### config.mk
export PLATFORM = sky130hd
export DESIGN_NAME = divider_controller_flat
export DESIGN_NICKNAME = d
export VERILOG_FILES = /design/src/rtl/divider_controller_if.sv /design/src/rtl/divider_controller.sv /design/src/flat_wrapper.sv
export SDC_FILE = /design/constraint.sdc
export NUM_CORES = 1
export LEC_CHECK = 0
export ABC_AREA = 1
export CORE_AREA = 4 4 41 43
export DETAILED_ROUTE_END_ITERATION = 7
export DIE_AREA = 0 0 45 47
export RECOVER_POWER = 25
export SETUP_SLACK_MARGIN = 0.1
export SLEW_MARGIN = 20
export SYNTH_ARGS = -nofsm -noshare
export SYNTH_HDL_FRONTEND = slang
export SYNTH_SLANG_ARGS = --single-unit
### constraint.sdc
create_clock -name clk -period 2.9 [get_ports clk]
set_clock_uncertainty 0.2 [all_clocks]
set_input_delay 0.725 -clock clk [delete_from_list [all_inputs] [get_ports clk]]
set_output_delay 0.725 -clock clk [all_outputs]
set_load 0.1 [all_outputs]
### src/rtl/divider_controller_if.sv
// Handshake/status bundle between the divider controller (slave) and its
// datapath plus requester (master).
interface divider_controller_if;
  // Requests and datapath status into the controller
  logic start;
  logic dvz;
  logic ovf;
  logic Cout;
  // Datapath controls out of the controller
  logic sclr;
  logic Ld_A;
  logic Ld_B;
  logic Ld_Cnt;
  logic Ld_Q;
  logic Ld_Acc;
  logic cntEn;
  logic S1;
  // Status out of the controller
  logic ready;
  logic busy;
  logic done;
  logic dvz_err;
  logic ovf_err;
  logic tmo_err;

  // Handshake: start is only sampled while ready=1; a request is accepted on the
  // rising edge where ready=1 and start=1, and completes with a one-cycle done
  // pulse (error flags valid from done until the next accepted start).
  modport master (
    output start, dvz, ovf, Cout,
    input  sclr, Ld_A, Ld_B, Ld_Cnt, Ld_Q, Ld_Acc, cntEn, S1,
    input  ready, busy, done, dvz_err, ovf_err, tmo_err
  );

  modport slave (
    input  start, dvz, ovf, Cout,
    output sclr, Ld_A, Ld_B, Ld_Cnt, Ld_Q, Ld_Acc, cntEn, S1,
    output ready, busy, done, dvz_err, ovf_err, tmo_err
  );
endinterface

### src/rtl/divider_controller.sv
// Moore sequencer for a counter-driven iterative divider datapath.
// Optional CALC watchdog with ABORT state: define DIVCTL_TIMEOUT_EN.
module divider_controller #(
  parameter int MAX_CALC_CYCLES = 20
) (
  input  logic                 clk,
  input  logic                 rst,
  divider_controller_if.slave  bus,
  output logic [2:0]           o_state
);

`ifdef DIVCTL_TIMEOUT_EN
  typedef enum logic [2:0] {
    S_IDLE  = 3'd0,
    S_LOAD  = 3'd1,
    S_CALC  = 3'd2,
    S_DONE  = 3'd3,
    S_ABORT = 3'd4
  } state_t;
`else
  typedef enum logic [2:0] {
    S_IDLE = 3'd0,
    S_LOAD = 3'd1,
    S_CALC = 3'd2,
    S_DONE = 3'd3
  } state_t;
`endif

  state_t r_state;
  state_t w_next_state;

  logic r_dvz_err;
  logic r_ovf_err;
  logic w_dvz_nxt;
  logic w_ovf_nxt;

  logic w_ready;
  logic w_busy;
  logic w_done;
  logic w_abort;
  logic w_ld_a;
  logic w_ld_b;
  logic w_ld_cnt;
  logic w_ld_q;
  logic w_ld_acc;
  logic w_cnt_en;
  logic w_s1;

`ifdef DIVCTL_TIMEOUT_EN
  localparam int CW = $clog2(MAX_CALC_CYCLES + 1);
  localparam logic [CW-1:0] LP_LAST_CALC = CW'(MAX_CALC_CYCLES - 1);

  logic [CW-1:0] r_calc_cnt;
  logic          r_tmo_err;
  logic          w_tmo_nxt;
`else
  // Keeps the watchdog parameter referenced when the watchdog is compiled out.
  logic w_unused_max;
  assign w_unused_max = (MAX_CALC_CYCLES > 0);
`endif

  always_ff @(posedge clk) begin
    if (rst) begin
      r_state   <= S_IDLE;
      r_dvz_err <= 1'b0;
      r_ovf_err <= 1'b0;
    end else begin
      r_state   <= w_next_state;
      r_dvz_err <= w_dvz_nxt;
      r_ovf_err <= w_ovf_nxt;
    end
  end

`ifdef DIVCTL_TIMEOUT_EN
  always_ff @(posedge clk) begin
    if (rst) begin
      r_calc_cnt <= '0;
      r_tmo_err  <= 1'b0;
    end else begin
      r_tmo_err <= w_tmo_nxt;
      if (w_next_state == S_LOAD) begin
        r_calc_cnt <= '0;
      end else if (r_state == S_CALC) begin
        r_calc_cnt <= r_calc_cnt + CW'(1);
      end
    end
  end
`endif

  always_comb begin
    w_next_state = r_state;
    w_dvz_nxt    = r_dvz_err;
    w_ovf_nxt    = r_ovf_err;
`ifdef DIVCTL_TIMEOUT_EN
    w_tmo_nxt    = r_tmo_err;
`endif
    w_ready  = 1'b0;
    w_busy   = 1'b0;
    w_done   = 1'b0;
    w_abort  = 1'b0;
    w_ld_a   = 1'b0;
    w_ld_b   = 1'b0;
    w_ld_cnt = 1'b0;
    w_ld_q   = 1'b0;
    w_ld_acc = 1'b0;
    w_cnt_en = 1'b0;
    w_s1     = 1'b0;

    case (r_state)
      S_IDLE: begin
        w_ready = 1'b1;
        if (bus.start) begin
          w_dvz_nxt = 1'b0;
          w_ovf_nxt = 1'b0;
`ifdef DIVCTL_TIMEOUT_EN
          w_tmo_nxt = 1'b0;
`endif
          // A zero divisor never touches the datapath registers.
          if (bus.dvz) begin
            w_dvz_nxt    = 1'b1;
            w_next_state = S_DONE;
          end else begin
            w_next_state = S_LOAD;
          end
        end
      end

      S_LOAD: begin
        w_busy       = 1'b1;
        w_ld_a       = 1'b1;
        w_ld_b       = 1'b1;
        w_ld_q       = 1'b1;
        w_ld_acc     = 1'b1;
        w_ld_cnt     = 1'b1;
        w_next_state = S_CALC;
      end

      S_CALC: begin
        w_busy = 1'b1;
        w_s1   = 1'b1;
        if (bus.Cout) begin
          w_next_state = S_DONE;
        end else begin
          w_ld_q   = 1'b1;
          w_ld_acc = 1'b1;
          w_cnt_en = 1'b1;
          if (bus.ovf) begin
            w_ovf_nxt = 1'b1;
          end
`ifdef DIVCTL_TIMEOUT_EN
          if (r_calc_cnt == LP_LAST_CALC) begin
            w_tmo_nxt    = 1'b1;
            w_next_state = S_ABORT;
          end
`endif
        end
      end

      S_DONE: begin
        w_done       = 1'b1;
        w_next_state = S_IDLE;
      end

`ifdef DIVCTL_TIMEOUT_EN
      S_ABORT: begin
        w_busy       = 1'b1;
        w_abort      = 1'b1;
        w_next_state = S_DONE;
      end
`endif

      default: begin
        w_next_state = S_IDLE;
      end
    endcase
  end

  // Reset overrides every load strobe so the datapath only sees the clear.
  assign bus.sclr   = rst | w_abort;
  assign bus.Ld_A   = w_ld_a   & ~rst;
  assign bus.Ld_B   = w_ld_b   & ~rst;
  assign bus.Ld_Cnt = w_ld_cnt & ~rst;
  assign bus.Ld_Q   = w_ld_q   & ~rst;
  assign bus.Ld_Acc = w_ld_acc & ~rst;
  assign bus.cntEn  = w_cnt_en & ~rst;
  assign bus.S1     = w_s1     & ~rst;

  assign bus.ready   = w_ready;
  assign bus.busy    = w_busy;
  assign bus.done    = w_done;
  assign bus.dvz_err = r_dvz_err;
  assign bus.ovf_err = r_ovf_err;
`ifdef DIVCTL_TIMEOUT_EN
  assign bus.tmo_err = r_tmo_err;
`else
  assign bus.tmo_err = 1'b0;
`endif

  assign o_state = r_state;

endmodule

### src/flat_wrapper.sv
// flat-port wrapper written by rule: the top's interface ports become plain ports
module divider_controller_flat 
#(
  parameter int MAX_CALC_CYCLES = 20
)
  (clk, rst, o_state, bus_start, bus_dvz, bus_ovf, bus_Cout, bus_sclr, bus_Ld_A, bus_Ld_B, bus_Ld_Cnt, bus_Ld_Q, bus_Ld_Acc, bus_cntEn, bus_S1, bus_ready, bus_busy, bus_done, bus_dvz_err, bus_ovf_err, bus_tmo_err);
  divider_controller_if bus_i ();
  input  logic clk;
  input  logic rst;
  output logic [2:0] o_state;
  input wire logic [$bits(bus_i.start)-1:0] bus_start;
  input wire logic [$bits(bus_i.dvz)-1:0] bus_dvz;
  input wire logic [$bits(bus_i.ovf)-1:0] bus_ovf;
  input wire logic [$bits(bus_i.Cout)-1:0] bus_Cout;
  output wire logic [$bits(bus_i.sclr)-1:0] bus_sclr;
  output wire logic [$bits(bus_i.Ld_A)-1:0] bus_Ld_A;
  output wire logic [$bits(bus_i.Ld_B)-1:0] bus_Ld_B;
  output wire logic [$bits(bus_i.Ld_Cnt)-1:0] bus_Ld_Cnt;
  output wire logic [$bits(bus_i.Ld_Q)-1:0] bus_Ld_Q;
  output wire logic [$bits(bus_i.Ld_Acc)-1:0] bus_Ld_Acc;
  output wire logic [$bits(bus_i.cntEn)-1:0] bus_cntEn;
  output wire logic [$bits(bus_i.S1)-1:0] bus_S1;
  output wire logic [$bits(bus_i.ready)-1:0] bus_ready;
  output wire logic [$bits(bus_i.busy)-1:0] bus_busy;
  output wire logic [$bits(bus_i.done)-1:0] bus_done;
  output wire logic [$bits(bus_i.dvz_err)-1:0] bus_dvz_err;
  output wire logic [$bits(bus_i.ovf_err)-1:0] bus_ovf_err;
  output wire logic [$bits(bus_i.tmo_err)-1:0] bus_tmo_err;
  assign bus_i.start = bus_start;
  assign bus_i.dvz = bus_dvz;
  assign bus_i.ovf = bus_ovf;
  assign bus_i.Cout = bus_Cout;
  assign bus_sclr = bus_i.sclr;
  assign bus_Ld_A = bus_i.Ld_A;
  assign bus_Ld_B = bus_i.Ld_B;
  assign bus_Ld_Cnt = bus_i.Ld_Cnt;
  assign bus_Ld_Q = bus_i.Ld_Q;
  assign bus_Ld_Acc = bus_i.Ld_Acc;
  assign bus_cntEn = bus_i.cntEn;
  assign bus_S1 = bus_i.S1;
  assign bus_ready = bus_i.ready;
  assign bus_busy = bus_i.busy;
  assign bus_done = bus_i.done;
  assign bus_dvz_err = bus_i.dvz_err;
  assign bus_ovf_err = bus_i.ovf_err;
  assign bus_tmo_err = bus_i.tmo_err;
  divider_controller #(.MAX_CALC_CYCLES(MAX_CALC_CYCLES)) u_core (.clk(clk), .rst(rst), .bus(bus_i), .o_state(o_state));
endmodule
==> results_dict.tcl, run 1 <==
set metrics [dict create \
    clock-sinks 4 \
    setup_repair_after_global_routing_missed_its_margin "no" \
    initial_utilization_pct 28.7 \
    report.final.slew_viol_count 0 \
    clockBufferDepth 2 \
    setup_violations 0 \
    synth_seq_area_share_pct 21.5 \
    timing.max_slew.rel_slack_pct 22.2 \
    grt_pass1_wl_um 1770 \
    mostFrequentLayoutCells "nand2_1 (10), buf_12 (8), buf_4 (8), inv_1 (7)" \
    ioPinCount 23 \
    netlist_instances 54 \
    syn_area_per_cell_um2 6.90 \
    grt_start_max_net_pins 8 \
    critical_path.startpoint_type "primary input" \
    clock-root-buffer "clkbuf_4" \
    mostFrequentLayoutCell "nand2_1" \
    fp.dieW_um 45 \
    layout.nets 90 \
    outcome "finished clean" \
    layout-drive-gt1-share_pct 38.7 \
    critical_path_required_ns 1.98 \
    holdCritPathClass "reg2reg" \
    viasPerCell 4.29 \
    drt-initial-drc-count 0 \
    setup_tns_ns 0 \
    unique_masters_post_synth 14 \
    synth_warnings 0 \
    tritoncts.num_buffers 3 \
    flow.area_growth_from_synthesis_pct 86.6 \
    setup_crit_end_kind "output pin" \
    clk_pin_slew_ns 0.04 \
    worst_slew_pin_slew_ns 1.17 \
    synth_area_um2 373 \
    final.fill_count 141 \
    final.period_utilization_pct 94.3 \
    antenna-diode-count 0 \
    fmax_mhz 366 \
    final.hold.worst_slack_ns 0.258 \
    groute.usage.overall_pct 11.5 \
    timing.setup.critical_path_class "in2out" \
    drt_drc_violations_left 0 \
    ys_seq_elements 4 \
    first_global_vias 417 \
    grt_antenna_before_repair 0 \
    placement.cell_area_um2 681 \
    maxCapViolations 0 \
    crit_path_max_fanout 5 \
    rows 13 \
    finalWirelength_um 1000 \
    finalWeightedCongestion 0.903 \
    core_region_area_um2 1300 \
    globalRouteOverflowTotal 0 \
    number_of_buffers_inserted_by_post_cts_setup_repair 0 \
    fp.dieH_um 47 \
    ctsResizeCount 0 \
    finalHoldViolCount 0 \
    routed_wire_length_per_instance_um 11.1 \
    instances_no_fill 90 \
    clock_insertion_delay_worst_skew_ns 0.23 \
    tritoncts "done" \
    postRouteAntennaNets 0 \
    hold_buffers 0 \
    placed_cells_incl_taps 87 \
    detailroute.via_count 386 \
    period_needed_ns 2.74 \
    io_buffer_count 20 \
    detail_route.first_pass.iterations 1 \
    h-tree-depth 1 \
    dp_hpwl_um 876 \
    design.die.area_um2 2120 \
    summed_area_of_non_filler_cells_in_the_final_layout_um2 696 \
    timing.critical_path.arrival_ns 1.81 \
]
-- final timing paths --
check / start / slack (ns) / endpoint / depth (start not counted)
setup / recovery: rst / 0.16 / bus_S1 / 4
setup reg to reg: u_core.o_state[1]$_SDFFE_PP0P_ / 1.43 / u_core.o_state[0]$_SDFFE_PP0P_ / 7
hold reg to reg: u_core.bus.ovf_err$_SDFFE_PP0P_ / 0.26 / u_core.bus.ovf_err$_SDFFE_PP0P_ / 2
hold / removal: u_core.bus.ovf_err$_SDFFE_PP0P_ / 0.26 / u_core.bus.ovf_err$_SDFFE_PP0P_ / 2
-- state kept, by name (all words and copies together) (netlist names) --
| name | flops |
|---|---|
| u_core.o_state | 2 |
| u_core.bus.dvz_err | 1 |
| u_core.bus.ovf_err | 1 |
-- cell usage after synthesis --
master / n / area share (%)
a21oi_1: 6 / 8.1
conb_1: 1 / 1.0
dfxtp_1: 4 / 21
o21a_1: 1 / 2.0
buf_4: 6 / 12
ha_1: 7 / 23
nand2_1: 10 / 10
o21ai_0: 1 / 1.3
nand3_1: 2 / 2.7
inv_1: 8 / 8.1
o21ai_1: 1 / 1.3
nand2_2: 1 / 1.7
nor2_2: 1 / 1.7
nor2_1: 5 / 5.0
-- area by class of cell --
type                       count  area (um2)  share of cell area [%]
clock buffer                   3        22.5                    3.24
sequential                     4        87.6                    12.6
timing repair buffer          23         278                    39.9
multi-input combinational     37         259                    37.2
inverter                       8        30.0                    4.32
tap                           15        18.8                    2.70
-- metal layers --
metal | part of all wire, % | up-vias | track usage [%] | wire (um)
met1 | 45 | 172 | 13.4 | 451
met2 | 48 | 12 | 19.5 | 482
met5 | 0 | - | 0 | 0
met4 | 0 | 0 | 1.75 | 0
li1 | - | 202 | - | -
met3 | 6.8 | 0 | 5.75 | 68
-- stage by stage --
step                      setup slack (ns)  util, %
after floorplan                     -0.114        -
after global placement               0.182     52.3
after detailed placement             0.169     52.3
after CTS                            0.157     54.0
after global routing                 0.113     53.5
final                                0.165     53.5
-- critical path, stage by stage --
cell	delay, ns
clkdlybuf4s50_1	0.53
buf_4	0.22
nor2_2	0.15
buf_12	0.19
-- cells by family after synthesis --
kind of cell	Yosys count	synth area share (%)
AOI/OAI and AO/OA	9	12.8
adders and majority gates	7	23.5
buffers and inverters	14	20.1
DFF	4	21.5
other	1	1.01
and+or+nand+nor	19	21.1
Power of run 1 is not shown: default switching activity piles up to over one toggle a cycle in this logic, so the estimate is an artifact.
==> run 2, diff against run 1 <==
--- a/config.mk
+++ b/config.mk
@@ -7,8 +7,10 @@
 export LEC_CHECK = 0
 export ABC_AREA = 1
 export CORE_AREA = 4 4 41 43
+export CTS_CLUSTER_DIAMETER = 120
 export DETAILED_ROUTE_END_ITERATION = 7
 export DIE_AREA = 0 0 45 47
+export PLACE_DENSITY = 0.62
 export RECOVER_POWER = 25
 export SETUP_SLACK_MARGIN = 0.1
 export SLEW_MARGIN = 20
==> run 2 against run 1 <==
Register-to-register slack worse by 0.04 ns. Global-route usage grew 0.56 points. Non-clock buffer count is the same. Critical endpoint is now bus_Ld_Acc.
==> results_dict.tcl, run 2 (synthesis gave the netlist of run 1 again) <==
set metrics [dict create \
    outcome "finished clean" \
    largest_register_ff_count 2 \
    dp_hpwl_um 833 \
    layout.area.seq_um2 87.6 \
    first_global_vias 411 \
    cp_slowest_stage_delay_ns 0.42 \
    mostFrequentLayoutCell "nand2_1" \
    finalHoldViolCount 0 \
    crit_path_cell_trace "clkdlybuf4s50_1, inv_1, nand2_2, nor2_4, o21a_4, buf_12" \
    multi_input_comb_area_um2 259 \
    rows 13 \
    antenna-diode-count 0 \
    finalWirelength_um 1010 \
    maxCapViolations 0 \
    timing.critical_path.arrival_ns 1.78 \
    crit_family "buffers and inverters" \
    groute.usage.overall_pct 12.1 \
    tritoncts.num_buffers 3 \
    grt_antenna_before_repair 0 \
    drt_drc_violations_left 0 \
    number_of_buffers_inserted_by_post_cts_setup_repair 0 \
    fp.dieW_um 45 \
    fmax_mhz 370 \
    setup_violations 0 \
    flow.area_growth_from_synthesis_pct 87.2 \
    layout-drive-gt1-share_pct 38.7 \
    clockBufferDepth 2 \
    ioPinCount 23 \
    worstHoldStart "u_core.bus.dvz_err$_SDFFE_PP0P_" \
    setup_repair_after_global_routing_missed_its_margin "no" \
    startpoint "bus_Cout" \
    detailroute.via_count 398 \
    core_region_area_um2 1300 \
    final.fill_count 121 \
    worst_slew_pin_slew_ns 1.17 \
    design.die.area_um2 2120 \
    routed_wire_length_per_instance_um 11.3 \
    critical_path_required_ns 1.98 \
    postRouteAntennaNets 0 \
    timing.max_slew.rel_slack_pct 22.6 \
    cp.buffers_inverters 3 \
    grt_pass1_wl_um 1770 \
    fp.dieH_um 47 \
    crit_path_max_fanout 2 \
    drt-initial-drc-count 2 \
    hold_buffers 0 \
    holdCritPathClass "reg2reg" \
    report.final.slew_viol_count 0 \
    detail_route.first_pass.iterations 2 \
    globalRouteOverflowTotal 0 \
    ctsResizeCount 0 \
    critical_path.startpoint_type "primary input" \
    reg2reg_from "u_core.o_state[1]$_SDFFE_PP0P_" \
    crit_slowest_cell "clkdlybuf4s50_1" \
    grt_start_max_net_pins 8 \
    layout.nets 90 \
    clock-root-buffer "clkbuf_4" \
    tritoncts "done" \
    viasPerCell 4.42 \
    h-tree-depth 1 \
    mostFrequentLayoutCells "nand2_1 (10), buf_12 (8), buf_4 (8), inv_1 (7)" \
    clock-sinks 4 \
    timing.setup.critical_path_class "in2out" \
    setup_crit_end_kind "output pin" \
    finalWeightedCongestion 0.793 \
    final.period_utilization_pct 93.2 \
    clk_pin_slew_ns 0.04 \
    period_needed_ns 2.70 \
    initial_utilization_pct 28.7 \
    io_buffer_count 20 \
    clock_insertion_delay_worst_skew_ns 0.24 \
    finish.utilization_pct 53.7 \
]
## run 2: cell type report
type                       count  share of cell area [%]
timing repair buffer          23                    40.1
sequential                     4                    12.5
tap                           15                    2.69
multi-input combinational     37                    37.1
clock buffer                   3                    3.23
inverter                       8                    4.30
## run 2: worst paths after layout
| path | endpoint | slack, ns | cells past startpoint |
|---|---|---|---|
| max reg2reg | u_core.o_state[1]$_SDFFE_PP0P_ | 1.39 | 7 |
| min reg2reg | u_core.bus.dvz_err$_SDFFE_PP0P_ | 0.25 | 2 |
| max | bus_Ld_Acc | 0.20 | 6 |
| min | u_core.bus.dvz_err$_SDFFE_PP0P_ | 0.25 | 2 |
## run 2: metal layers
metal | wire length [um] | GRT usage [%] | share of wire, %
met1 | 463 | 14.5 | 46
met2 | 448 | 17.8 | 44
met3 | 70 | 4.21 | 6.9
met4 | 32 | 8.77 | 3.2
met5 | 0 | 0 | 0
## run 2: through the flow
| stage | TNS (ns) | cell area (um2) | hold slack (ns) | std cells | setup slack [ns] |
|---|---|---|---|---|---|
| floorplan | -0.114 | 425 | 0.431 | 55 | -0.114 |
| global placement | 0 | 681 | 0.255 | 87 | 0.177 |
| detailed placement | 0 | 681 | 0.256 | 87 | 0.147 |
| CTS | 0 | 703 | 0.262 | 90 | 0.135 |
| global route | 0 | 698 | 0.281 | 90 | 0.140 |
| finish | 0 | 698 | 0.255 | 90 | 0.196 |
## run 2: worst min-delay path: stages, from the launching register on
cell and delay (ns):
dfxtp_1 0.30, nand2_1 0.06, a21oi_1 0.05
Power of run 2 is left out for the same reason.
==> run 3, diff against run 2 <==
--- a/config.mk
+++ b/config.mk
@@ -5,12 +5,11 @@
 export SDC_FILE = /design/constraint.sdc
 export NUM_CORES = 1
 export LEC_CHECK = 0
-export ABC_AREA = 1
 export CORE_AREA = 4 4 41 43
 export CTS_CLUSTER_DIAMETER = 120
 export DETAILED_ROUTE_END_ITERATION = 7
 export DIE_AREA = 0 0 45 47
-export PLACE_DENSITY = 0.62
+export PLACE_DENSITY = 0.61
 export RECOVER_POWER = 25
 export SETUP_SLACK_MARGIN = 0.1
 export SLEW_MARGIN = 20
==> run 3 against run 2 <==
Final area is 1.3% lower. Synthesized area down 2.7%. Flip-flop and latch count is the same. Critical endpoint is now bus_Ld_Q.
==> results_dict.tcl, run 3 <==
set metrics [dict create \
    outcome "finished clean" \
    clock-root-buffer "clkbuf_4" \
    synth_seq_area_share_pct 22.1 \
    dominantRegCellSynth "dfxtp_1" \
    ioPinCount 23 \
    regToRegEndpoint "u_core.o_state[0]$_SDFFE_PP0P_" \
    worst_slew_pin_slew_ns 1.16 \
    worstHoldStart "u_core.bus.dvz_err$_SDFFE_PP0P_" \
    placement.cell_area_um2 676 \
    setup_repair_after_global_routing_missed_its_margin "no" \
    layout-drive-gt1-share_pct 40.9 \
    largest_register_ff_count 2 \
    h-tree-depth 1 \
    hold-path-endpoint "u_core.bus.dvz_err$_SDFFE_PP0P_" \
    clockBufferDepth 2 \
    unique_masters_post_synth 17 \
    timing.hold.worst_path_depth 2 \
    ys_seq_elements 4 \
    rows 13 \
    report.final.slew_viol_count 0 \
    layout.area.seq_um2 87.6 \
    period_needed_ns 2.64 \
    dp_hpwl_um 782 \
    viasPerCell 4.67 \
    synth_area_leader_cell "ha_1" \
    reg2reg_from "u_core.o_state[1]$_SDFFE_PP0P_" \
    detail_route.first_pass.iterations 4 \
    critical_path_required_ns 1.98 \
    finalWeightedCongestion 0.690 \
    tritoncts "done" \
    ys_async_sr_fraction_pct 0 \
    design.die.area_um2 2120 \
    maxCapViolations 0 \
    synthTopCellsByCount "ha_1 (7), buf_4 (6), nor2b_1 (5)" \
    core_region_area_um2 1300 \
    setup_violations 0 \
    synth_top_family_by_area "simple AND/OR/NAND/NOR gates" \
    fmax_mhz 378 \
    detailroute.via_count 378 \
    muxShareOfSynthArea_pct 0 \
    clock-sinks 4 \
    timing.setup.critical_path_class "in2out" \
    flow.area_growth_from_synthesis_pct 90.0 \
    mostFrequentLayoutCell "buf_12" \
    timing.critical_path.arrival_ns 1.72 \
    synth_warnings 0 \
    tritoncts.num_buffers 3 \
    cp_slowest_stage_delay_ns 0.55 \
    holdCritPathClass "reg2reg" \
    xor_xnor_fraction_of_synth_area_pct 0 \
    synth_edf_count 0 \
    groute.usage.overall_pct 10.4 \
    postRouteAntennaNets 0 \
    final.period_utilization_pct 91.2 \
    crit_path_cell_trace "clkdlybuf4s50_1, nor2b_4, o21a_4, buf_12" \
    io_buffer_count 20 \
    routed_wire_length_per_instance_um 11.8 \
    setup_crit_end_kind "output pin" \
    synth_largest_type_area_fraction_pct 24.1 \
    synth_area_um2 363 \
    crit_slowest_cell "clkdlybuf4s50_1" \
    grt_antenna_before_repair 0 \
    fp.dieH_um 47 \
    critical_path.startpoint_type "primary input" \
    grt_pass1_wl_um 1460 \
    number_of_buffers_inserted_by_post_cts_setup_repair 0 \
    layout.nets 80 \
    syn_area_per_cell_um2 8.25 \
    synth_compound_area_share_pct 12.1 \
    timing.max_slew.rel_slack_pct 22.7 \
    initial_utilization_pct 27.9 \
    share_of_synthesized_cell_area_in_full_adder_half_adder_and_majority_cells_pct 24.1 \
    yosys.area_share.simple_pct 26.2 \
    antenna-diode-count 0 \
    globalRouteOverflowTotal 0 \
    reg_to_reg_slack_setup_ns 1.09 \
    finalHoldViolCount 0 \
    crit_path_max_fanout 3 \
    drt-initial-drc-count 1 \
    clock_insertion_delay_worst_skew_ns 0.25 \
    first_global_vias 328 \
    finalWirelength_um 959 \
    yosysMostFrequentCell "ha_1" \
    mostFrequentLayoutCells "buf_12 (8), buf_4 (7), ha_1 (6), a21oi_1 (4), clkbuf_1 (4)" \
    fp.dieW_um 45 \
    yosys-top-cells-area "ha_1 (24%), dfxtp_1 (22%), buf_4 (12%)" \
    grt_start_max_net_pins 8 \
    worst_r2r_path_depth 5 \
    final.fill_count 122 \
    clk_pin_slew_ns 0.04 \
    netlist_instances 44 \
    drt_drc_violations_left 0 \
    summed_area_of_non_filler_cells_in_the_final_layout_um2 689 \
    multi_input_comb_area_um2 277 \
]
run 3: changes by cell type in the layout (fill, tap and decap cells not counted), sizes merged, moves of 2 or more:
cell	before	now
nand2	11	3
inv	8	2
nor2b	0	5
nor2	6	2
a21oi	6	4
clkbuf	5	7
or4	0	2
run 3: critical path, delay by kind of cell:
family	cells	cell delay (ns)
simple gates	1	0.06
compound gates	1	0.21
buf+inv	2	0.71
run 3: how the worst max path moves through the flow:
stage,startpoint,to,depth (start not counted)
2_1_floorplan,u_core.o_state[1]$_SDFFE_PP0P_,bus_Ld_Q,5
3_3_place_gp,rst,bus_Ld_Acc,5
3_5_place_dp,rst,bus_Ld_Q,5
4_1_cts,bus_Cout,bus_Ld_Q,4
5_1_grt,rst,bus_Ld_Q,5
6_report,bus_Cout,bus_Ld_Q,4
run 3: final cells by class:
| cell class | instances | share of cell area, % |
|---|---|---|
| Timing Repair Buffer | 23 | 39.6 |
| Multi-Input combinational cell | 33 | 40.1 |
| Clock buffer | 4 | 3.81 |
| Tap cell | 15 | 2.72 |
| Inverter | 2 | 1.09 |
| Sequential cell | 4 | 12.7 |
run 3: what timing repair did:
action | CTS | global route
setup endpoints to repair | 3 | 0
hold buffers | 0 | 0
resized for setup | 1 | 0
endpoints found under the hold margin | 0 | 0
run 3: metal layers:
| layer | part of all wire (%) | vias to the layer above | GRT usage [%] |
|---|---|---|---|
| li1 | - | 187 | - |
| met1 | 43 | 168 | 12.7 |
| met2 | 45 | 21 | 13.0 |
| met3 | 10 | 2 | 5.75 |
| met4 | 1.5 | 0 | 8.77 |
| met5 | 0 | - | 0 |
run 3: metrics by stage:
step / utilization [%] / instances / hold slack [ns] / setup TNS (ns) / setup slack, ns
after floorplan: - / 45 / 0.445 / -1.02 / -0.622
after global placement: 51.9 / 77 / 0.243 / 0 / 0.0590
after CTS: 53.8 / 81 / 0.265 / 0 / 0.258
after global routing: 53.0 / 81 / 0.292 / 0 / 0.231
final: 53.0 / 81 / 0.259 / 0 / 0.256
after detailed placement: 51.9 / 77 / 0.260 / 0 / 0.0356
run 3: logic make-up after synthesis:
kind of cell             Yosys count
adder cells (fa/ha/maj)            7
other                              1
AO/OA/AOI/OAI                      8
flip-flops                         4
buffers and inverters              8
AND/OR/NAND/NOR                   16
Power of run 3 is left out for the same reason.
